<file path="src/rtl/apb_slv_pkg.sv">
// Shared types and constants for the APB register-file slave.
// Optional byte strobes are enabled with the APB_SLV_PSTRB_EN macro.
package apb_slv_pkg;

    typedef enum logic [1:0] {
        IDLE   = 2'd0,
        SETUP  = 2'd1,
        ACCESS = 2'd2
    } apb_state_t;

    localparam int WAIT_STATES_MAX = 15;
    localparam int WAIT_CNT_W      = 4;

    // Byte-offset bits inside one data word (8->0, 16->1, 32->2, 64->3).
    function automatic int addr_lsb(input int data_width);
        return $clog2(data_width / 8);
    endfunction

endpackage

</file>
<file path="src/rtl/apb_slv_if.sv">
// APB bus bundle between a master and the register-file slave.
// pstrb exists only when APB_SLV_PSTRB_EN is defined.
interface apb_slv_if #(
    parameter int ADDR_WIDTH = 8,
    parameter int DATA_WIDTH = 32
);
    // Handshake: a transfer is a setup cycle (pselx=1, penable=0) followed by
    // access cycles (pselx=1, penable=1) with all request fields held stable;
    // it completes on the rising edge where pready=1, and pslave_error/prdata
    // are meaningful only in that cycle.
    logic                    pselx;
    logic                    penable;
    logic                    pwrite;
    logic [ADDR_WIDTH-1:0]   paddr;
    logic [DATA_WIDTH-1:0]   pwdata;
`ifdef APB_SLV_PSTRB_EN
    logic [DATA_WIDTH/8-1:0] pstrb;
`endif
    logic [DATA_WIDTH-1:0]   prdata;
    logic                    pready;
    logic                    pslave_error;

    modport master (
        output pselx, penable, pwrite, paddr, pwdata,
`ifdef APB_SLV_PSTRB_EN
        output pstrb,
`endif
        input  prdata, pready, pslave_error
    );

    modport slave (
        input  pselx, penable, pwrite, paddr, pwdata,
`ifdef APB_SLV_PSTRB_EN
        input  pstrb,
`endif
        output prdata, pready, pslave_error
    );

endinterface

</file>
<file path="src/rtl/apb_slv_regfile.sv">
// DEPTH x DATA_WIDTH register array: synchronous clear, byte-strobed
// write port and combinational read port.
module apb_slv_regfile #(
    parameter int DATA_WIDTH = 32,
    parameter int DEPTH      = 16,
    parameter int IDX_WIDTH  = 4
) (
    input  logic                    i_clk,
    input  logic                    i_rst,
    input  logic                    i_we,
    input  logic [IDX_WIDTH-1:0]    i_widx,
    input  logic [DATA_WIDTH-1:0]   i_wdata,
    input  logic [DATA_WIDTH/8-1:0] i_strb,
    input  logic [IDX_WIDTH-1:0]    i_ridx,
    output logic [DATA_WIDTH-1:0]   o_rdata
);

    localparam int LANES = DATA_WIDTH / 8;

    logic [DATA_WIDTH-1:0] r_mem [DEPTH];

    always_ff @(posedge i_clk) begin
        if (i_rst) begin
            for (int i = 0; i < DEPTH; i++) r_mem[i] <= '0;
        end else if (i_we) begin
            for (int i = 0; i < DEPTH; i++) begin
                if (i_widx == IDX_WIDTH'(i)) begin
                    for (int b = 0; b < LANES; b++) begin
                        if (i_strb[b]) r_mem[i][8*b +: 8] <= i_wdata[8*b +: 8];
                    end
                end
            end
        end
    end

    // Indices at or beyond DEPTH read as zero; the top never lets them through.
    always_comb begin
        o_rdata = '0;
        for (int i = 0; i < DEPTH; i++) begin
            if (i_ridx == IDX_WIDTH'(i)) o_rdata = r_mem[i];
        end
    end

endmodule

</file>
<file path="src/rtl/apb_regfile_slave.sv">
// APB slave fronting a register file: FSM, wait-state counter, error decode.
// Define APB_SLV_PSTRB_EN for byte-lane masked writes via pstrb.
module apb_regfile_slave
    import apb_slv_pkg::*;
#(
    parameter int ADDR_WIDTH  = 8,
    parameter int DATA_WIDTH  = 32,
    parameter int DEPTH       = 16,
    parameter int WAIT_STATES = 0
) (
    input  logic       pclk,
    input  logic       preset,
    apb_slv_if.slave   bus,
    output apb_state_t o_state
);

    localparam int ADDR_LSB = addr_lsb(DATA_WIDTH);
    localparam int SW       = DATA_WIDTH / 8;
    localparam int IW       = (DEPTH > 1) ? $clog2(DEPTH) : 1;
    localparam int WS_EFF   = (WAIT_STATES > WAIT_STATES_MAX) ? WAIT_STATES_MAX : WAIT_STATES;
    localparam logic [ADDR_WIDTH-1:0] LSB_MASK = ADDR_WIDTH'((1 << ADDR_LSB) - 1);

    apb_state_t              r_state, w_next_state;
    logic [WAIT_CNT_W-1:0]   r_wait_cnt, w_wait_cnt_nxt;
    logic [ADDR_WIDTH-1:0]   r_addr;
    logic                    r_write;
    logic [DATA_WIDTH-1:0]   r_wdata;
    logic [SW-1:0]           w_strb;
    logic                    w_capture, w_done, w_err, w_we;
    logic [ADDR_WIDTH-1:0]   w_idx_full;
    logic [IW-1:0]           w_idx;
    logic [DATA_WIDTH-1:0]   w_rdata;
`ifdef APB_SLV_PSTRB_EN
    logic [SW-1:0]           r_strb;
`endif

    always_ff @(posedge pclk) begin
        if (preset) begin
            r_state    <= IDLE;
            r_wait_cnt <= '0;
            r_addr     <= '0;
            r_write    <= 1'b0;
            r_wdata    <= '0;
`ifdef APB_SLV_PSTRB_EN
            r_strb     <= '0;
`endif
        end else begin
            r_state    <= w_next_state;
            r_wait_cnt <= w_wait_cnt_nxt;
            if (w_capture) begin
                r_addr  <= bus.paddr;
                r_write <= bus.pwrite;
                r_wdata <= bus.pwdata;
`ifdef APB_SLV_PSTRB_EN
                r_strb  <= bus.pstrb;
`endif
            end
        end
    end

`ifdef APB_SLV_PSTRB_EN
    assign w_strb = r_strb;
`else
    assign w_strb = '1;
`endif

    // SETUP is the first access cycle after capture; ACCESS covers the rest.
    always_comb begin
        w_next_state   = r_state;
        w_wait_cnt_nxt = r_wait_cnt;
        w_capture      = 1'b0;
        w_done         = 1'b0;
        case (r_state)
            IDLE: begin
                if (bus.pselx && !bus.penable) begin
                    w_next_state   = SETUP;
                    w_capture      = 1'b1;
                    w_wait_cnt_nxt = WAIT_CNT_W'(WS_EFF);
                end
            end
            SETUP, ACCESS: begin
                if (r_wait_cnt == '0) begin
                    w_done = 1'b1;
                    if (bus.pselx && !bus.penable) begin
                        w_next_state   = SETUP;
                        w_capture      = 1'b1;
                        w_wait_cnt_nxt = WAIT_CNT_W'(WS_EFF);
                    end else begin
                        w_next_state = IDLE;
                    end
                end else if (!bus.pselx) begin
                    w_next_state   = IDLE;
                    w_wait_cnt_nxt = '0;
                end else begin
                    w_next_state   = ACCESS;
                    w_wait_cnt_nxt = r_wait_cnt - 1'b1;
                end
            end
            default: begin
                w_next_state   = IDLE;
                w_wait_cnt_nxt = '0;
            end
        endcase
    end

    // Error decode works only on captured request fields.
    assign w_idx_full = r_addr >> ADDR_LSB;
    assign w_idx      = IW'(w_idx_full);
    assign w_err      = (|(r_addr & LSB_MASK)) || (32'(w_idx_full) >= 32'(DEPTH));
    assign w_we       = w_done && r_write && !w_err;

    apb_slv_regfile #(
        .DATA_WIDTH (DATA_WIDTH),
        .DEPTH      (DEPTH),
        .IDX_WIDTH  (IW)
    ) u_regfile (
        .i_clk   (pclk),
        .i_rst   (preset),
        .i_we    (w_we),
        .i_widx  (w_idx),
        .i_wdata (r_wdata),
        .i_strb  (w_strb),
        .i_ridx  (w_idx),
        .o_rdata (w_rdata)
    );

    assign bus.pready       = w_done;
    assign bus.pslave_error = w_done && w_err;
    assign bus.prdata       = (w_done && !r_write && !w_err) ? w_rdata : '0;
    assign o_state          = r_state;

endmodule
</file>
<file path="src/flat_wrapper.sv">
// flat-port wrapper written by rule: the top's interface ports become plain ports
module apb_regfile_slave_flat import apb_slv_pkg::*;
#(
    parameter int ADDR_WIDTH  = 8,
    parameter int DATA_WIDTH  = 32,
    parameter int DEPTH       = 16,
    parameter int WAIT_STATES = 0
)
  (pclk, preset, o_state, bus_pselx, bus_penable, bus_pwrite, bus_paddr, bus_pwdata, bus_prdata, bus_pready, bus_pslave_error);
  apb_slv_if #(.ADDR_WIDTH(ADDR_WIDTH), .DATA_WIDTH(DATA_WIDTH)) bus_i ();
  input  logic pclk;
  input  logic preset;
  output apb_state_t o_state;
  input wire logic [$bits(bus_i.pselx)-1:0] bus_pselx;
  input wire logic [$bits(bus_i.penable)-1:0] bus_penable;
  input wire logic [$bits(bus_i.pwrite)-1:0] bus_pwrite;
  input wire logic [$bits(bus_i.paddr)-1:0] bus_paddr;
  input wire logic [$bits(bus_i.pwdata)-1:0] bus_pwdata;
  output wire logic [$bits(bus_i.prdata)-1:0] bus_prdata;
  output wire logic [$bits(bus_i.pready)-1:0] bus_pready;
  output wire logic [$bits(bus_i.pslave_error)-1:0] bus_pslave_error;
  assign bus_i.pselx = bus_pselx;
  assign bus_i.penable = bus_penable;
  assign bus_i.pwrite = bus_pwrite;
  assign bus_i.paddr = bus_paddr;
  assign bus_i.pwdata = bus_pwdata;
  assign bus_prdata = bus_i.prdata;
  assign bus_pready = bus_i.pready;
  assign bus_pslave_error = bus_i.pslave_error;
  apb_regfile_slave #(.ADDR_WIDTH(ADDR_WIDTH), .DATA_WIDTH(DATA_WIDTH), .DEPTH(DEPTH), .WAIT_STATES(WAIT_STATES)) u_core (.pclk(pclk), .preset(preset), .bus(bus_i), .o_state(o_state));
endmodule
</file>
<file path="config.mk">
export PLATFORM = sky130hd
export DESIGN_NAME = apb_regfile_slave_flat
export DESIGN_NICKNAME = d
export VERILOG_FILES = /design/src/rtl/apb_slv_pkg.sv /design/src/rtl/apb_slv_if.sv /design/src/rtl/apb_slv_regfile.sv /design/src/rtl/apb_regfile_slave.sv /design/src/flat_wrapper.sv
export SDC_FILE = /design/constraint.sdc
export NUM_CORES = 1
export LEC_CHECK = 0
export ABC_AREA = 1
export CAP_MARGIN = 30
export CORE_MARGIN = 2
export CORE_UTILIZATION = 35
export CTS_BUF_LIST = sky130_fd_sc_hd__clkbuf_8
export DETAILED_ROUTE_END_ITERATION = 8
export HOLD_SLACK_MARGIN = 0.06
export PLACE_DENSITY = 0.62
export SKIP_CTS_REPAIR_TIMING = 1
export SLEW_MARGIN = 20
export SYNTH_ARGS = -nofsm -noshare
export SYNTH_HDL_FRONTEND = slang
export SYNTH_SLANG_ARGS = --single-unit
</file>
<file path="constraint.sdc">
create_clock -name pclk -period 5.1 [get_ports pclk]
set_input_delay 1.02 -clock pclk [delete_from_list [all_inputs] [get_ports pclk]]
set_output_delay 1.02 -clock pclk [all_outputs]
set_load 0.05 [all_outputs]
</file>
# [Word-level counts from Yosys, hierarchy flattened]
# Memories as Yosys holds them, arrays and structs flattened.
# Cells that the tools add are included.
[totals] regBits=47 mem_bits_rw=512 inputBits=45 output_inout_bits=36 wordCells=266 memories=1
[classes] add_sub_neg=1 order_cmp=1 n_eq_ne=18 muxes=161 bitwise=64 reduce_logical=15
[memory_table] memory="u_core.u_regfile.r_mem" depth=16 width=32 read_ports=16 rd_clocked_by_memory_dff=0 wr=16 line="apb_slv_regfile.sv:20" text="logic [DATA_WIDTH-1:0] r_mem [DEPTH];"
[op_table] cell="two-way mux 32 bit" n=17
[op_table] cell="two-way mux 8 bit" n=64
[op_table] cell="two-way mux 1 bit" n=71
[op_table] cell="OR 1 bit" n=64
[op_table] cell="equality test 4 bit (second input constant)" n=8
[op_table] cell="equality test 4 x 3 -> 1 bit (second input constant)" n=4
[op_table] cell="two-way mux 4 bit" n=3
[op_table] cell="equality test 4 x 2 -> 1 bit (second input constant)" n=2
[op_table] cell="logical NOT 4 bit" n=2
[op_table] cell="case mux 4 bit (2 select lines)" n=1
[op_table] cell=">= comparator 6 x 5 -> 1 bit (second input constant)" n=1
[op_table] cell="logical AND 1 bit" n=6
[op_table] cell="two-way mux 2 bit" n=3
[op_table] cell="equality test 4 x 1 -> 1 bit (second input constant)" n=1
[op_table] cell="case mux 2 bit (2 select lines)" n=1
[op_table] cell="OR reduction 2 bit" n=2
[op_table] cell="subtractor 4 x 1 -> 4 bit (second input constant)" n=1
[op_table] cell="logical NOT 1 bit" n=3
[op_table] cell="equality test 2 x 1 -> 1 bit (second input constant)" n=1
[op_table] cell="equality test 2 bit (second input constant)" n=1
[op_table] cell="logical NOT 2 bit" n=1
[op_table] cell="inequality test 2 x 1 -> 1 bit (second input constant)" n=1
[op_table] cell="case mux 1 bit (2 select lines)" n=1
[op_table] cell="logical OR 1 bit" n=1

# [Longest topological paths before layout]
[depth] word_depth=18 depth_mapped=15 depth_no_buf=15

# [Hierarchy]
# A second synthesis with hierarchy kept.
[hier_totals] cells_unflattened=2493 area_unflattened_um2=24403.4
[modules_own_cells] mod="apb_slv_regfile" n_inst=1 cells_each=2094 area_per_inst_um2=21896.0
[modules_own_cells] mod="apb_regfile_slave" n_inst=1 cells_each=399 area_per_inst_um2=2507.4

# [Least setup slack after synthesis]
# OpenSTA, ideal clock, no wires.
[synth_path] path_kind="reg-to-reg" start="register u_core.r_state[0] (netlist: u_core.o_state[0])" end="memory u_core.u_regfile.r_mem[11][4] (netlist: u_core.u_regfile.r_mem[1][100]) (enable)" arrival_ns=4.563 setup_slack_ns=0.071 stages_incl_launch_ff=7 path_cell_list="dfxtp_1 > inv_1 > ha_1 > inv_1 > nor2_1 > nand3_1 > o21ai_0"
[synth_rtl] element="start: declaration" line="apb_regfile_slave.sv:23" text="apb_state_t r_state, w_next_state;"
[synth_rtl] element="start signal: assignment" line="apb_regfile_slave.sv:48" text="r_state <= w_next_state;"
[synth_rtl] element="end: declaration" line="apb_slv_regfile.sv:20"

# [Final worst setup path]
[layout_path] start="register u_core.r_addr[2]" end="output bus_prdata[18]"
[layout_via] elab_chain_cells=18 elab_cells_between_ends=37 classes_between="order compare (1); eq/ne (15); mux (17); reduce/logical (4)"
[layout_rtl] element="start: declaration" line="apb_regfile_slave.sv:25" text="logic [ADDR_WIDTH-1:0] r_addr;"
[layout_rtl] element="start signal: assignment" line="apb_regfile_slave.sv:51" text="r_addr <= bus.paddr;"
[layout_rtl] element="logical NOT 4 bit" line="apb_slv_regfile.sv:40" text="if (i_ridx == IDX_WIDTH'(i)) o_rdata = r_mem[i];"
[layout_rtl] element="two-way mux 32 bit (16 in series)" line="apb_slv_regfile.sv:40"
[layout_rtl] element="two-way mux 32 bit *" line="apb_regfile_slave.sv:129" text="assign bus.prdata = (w_done && !r_write && !w_err) ? w_rdata : '0;"
[layout_rtl] element="end: declaration" line="flat_wrapper.sv:19" text="output wire logic [$bits(bus_i.prdata)-1:0] bus_prdata;"
# Every way passes the cells marked *; elsewhere a longest branch is shown, timed or not.

==> impl_metrics.yaml <==
synth:
  synth.area.top_cells: "edfxtp_1, nor2_1, nand2_1"
  synthFlopType: "edfxtp_1"
  ys_warn_count: 0
  synthCells: 2271
  synth.avg_cell_area_um2: 10.3
  yosys.area.top_type: "edfxtp_1"
  ys_ff_latch: 559
  synth-async-reset-ratio_pct: 0
  seq_area_frac_synth_pct: 69.7
  synth_cell_type_count: 29
  synth_common_cells: "nor2_1, edfxtp_1, nand2_1"
  syn_nets: 2319
  syn_area_um2: 23400
  synth_top_area_share_pct: 65.6
  synth_edf_count: 512
  yosysMostFrequentCell: "nor2_1"
setup_path:
  crit_required_ns: 4.08
  slowest_stage: "clkdlybuf4s50_1"
  regToRegStartpoint: "u_core.o_state[0]"
  path_cells: "inv_2, nand2_1, nor2_4, buf_4, inv_2, nand2_1, inv_1, nand4_1, nand2_1, nand4_1, nand2_1, nand4_1, nor2_1, nor2_1, clkdlybuf4s50_1"
  criticalPathCategory: "flop to output pin"
  max_stage_delay_ns: 0.70
  timing.critical_path.buf_inv: 5
  crit_arrival_ns: 3.70
  critPathTopFamily: "buffers and inverters"
  cp.depth: 15
  cp_max_fo: 30
  r2r-end: "u_core.u_regfile.r_mem[0][167]"
  cp-startpoint: "u_core.r_addr[2]"
  endpoint_kind: "output pin"
  ff2ff_path_depth: 10
  worstSetupEndpoint: "bus_prdata[18]"
  start_kind: "flop"
  crit_top_cell: "nand2_1"
  r2r_slack_ns: 2.03
sta:
  setup_viol: 0
  hold_violations: 0
  tns_ns: 0
  period_needed_ns: 4.72
  worstMarginPinSlew_ns: 0.899
  rsz0062_at_grt: "false"
  max_slew_margin_pct: 40.0
  finalCritPeriodShare_pct: 92.5
  finClkSkew_ns: 0.0227
  drv_slew: 0
  max_freq_ghz: 0.212
clocking:
  cts_sinks: 559
  cts_buffers: 86
  h-tree-depth: 3
  cts_buffer_depth: 3
  clock_latency_ns: 0.67
  clk_pin_slew_ns: 0.06
  cts-root-buf: "clkbuf_8"
  tritoncts: "built"
floorplanning:
  initial_core_util_pct: 35.5
  dieArea_um2: 69000
  die_w_um: 263
  placementRows: 94
  io_pins: 81
  die_h_um: 263
  core_um2: 66000
final_layout:
  fill_cells: 6261
  syn_to_final_growth_pct: 15.3
  multi_input_area_um2: 5840
  fin_util_pct: 40.9
  fin_nets: 2420
  drive_above_1_share_pct: 9.91
  layout.area.seq_um2: 16300
  diodes: 0
place:
  portBuffers: 80
  gp_congestion: 0.806
  dp_hpwl_um: 39200
route:
  viasPerCell: 4.89
  postRouteAntennaNets: 0
  wl_per_cell_um: 17.8
  num_vias: 16200
  routed_wl_um: 58900
  drc_errors: 0
  first_pass_iters: 5
  detail_route.iter0.violations: 1344
power_and_ir_drop:
  p_per_area_nw_per_um2: 369
  vdd_drop_max_uv: 169
  p_leak_nw: 10.1
  p_total_mw: 9.97
global_route:
  grt_pass1_wl_um: 92300
  grt_pass1_vias: 16400
  grt_max_degree: 37
  grt_antenna_before_repair: 1
  track_usage_pct: 17.1
  gr-total-overflow: 0
outcome:
  status: "finished clean"
worst_hold_path:
  min_path_type: "flop to flop"
flow_run:
  cap_violations: 0
[worst min-delay path, delay by kind of cell (launching register included)]
family	cells	cell delay, ns
flip-flops	1	0.31
AND/OR/NAND/NOR	2	0.14
[routing by layer]
layer,part of all wire (%),GRT usage (%),up-vias
li1,-,-,7649
met5,0,0,-
met1,43,22.1,7957
met3,5.0,2.87,109
met2,49,28.9,440
met4,3.0,6.31,0
[layout make-up]
type | count | area share (%)
sequential | 559 | 60.4
multi-input combinational | 1375 | 21.6
clock buffer | 101 | 5.15
timing repair buffer | 144 | 4.84
tap | 864 | 4.00
inverter | 206 | 2.86
clock inverter | 56 | 1.12
[sequential cells by signal, indices dropped and copies added, names as in the netlist]
register                flops
u_core.r_addr               8
u_core.u_regfile.r_mem    512
u_core.r_wdata             32
u_core.r_write              1
u_core.r_wait_cnt           4
u_core.o_state              2
[cell usage in the layout (no fill, tap or decap), types with 2 or more instances in the layout]
cell             instances
nand2_1                472
nor2_1                 576
nand4_1                 90
o21ai_2                  5
or2_2                   36
edfxtp_1               512
nor2_4                   2
buf_12                   2
a21oi_1                 74
clkinv_1                15
or2_0                    9
clkdlybuf4s50_1         80
inv_2                    5
nand3_1                 52
clkinv_2                11
o21ai_0                 32
clkbuf_8               101
inv_1                  228
bufinv_16                3
dfxtp_1                 47
ha_1                     3
nor2_2                  13
buf_4                   62
[through the flow]
stage	hold WS (ns)	worst slack, ns	instances	instance area [µm²]
after floorplan	0.448	0.0706	2271	23400
after global placement	0.461	1.11	3148	25300
after detailed placement	0.485	1.06	3148	25300
after global routing	0.525	0.100	3305	27000
after CTS	0.493	0.322	3305	27000
final	0.494	0.383	3305	27000
[how the worst min path moves through the flow]
stage	startpoint	endpoint	cells after the start	slack, ns
floorplan	u_core.r_wait_cnt[0]	u_core.r_wait_cnt[0]	2	0.45
global placement	u_core.r_wait_cnt[0]	u_core.r_wait_cnt[0]	2	0.46
detailed placement	u_core.r_addr[1]	u_core.r_addr[1]	2	0.48
CTS	u_core.r_addr[1]	u_core.r_addr[1]	2	0.49
global route	u_core.r_addr[6]	u_core.r_addr[6]	2	0.52
finish	u_core.r_addr[7]	u_core.r_addr[7]	2	0.49
[power by group]
part / total (mW) / switching (mW) / internal, mW / leakage [nW]
Sequential: 5.31 / 0.0649 / 5.24 / 5.66
Combinational: 0.974 / 0.715 / 0.259 / 3.42
Clock: 3.69 / 1.74 / 1.95 / 0.983
Total: 9.97 / 2.52 / 7.45 / 10.1
[kinds of logic (layout without fill, tap and decap cells)]
kind of cell	after synthesis	after routing	synth area share, %
simple gates	1254	1254	22.0
xor+xnor	2	2	0.0748
fa+ha+maj	3	3	0.160
flops	559	559	69.7
buf+inv	337	507	5.59
compound gates	116	116	2.53
(Power assumes the default switching activity.)
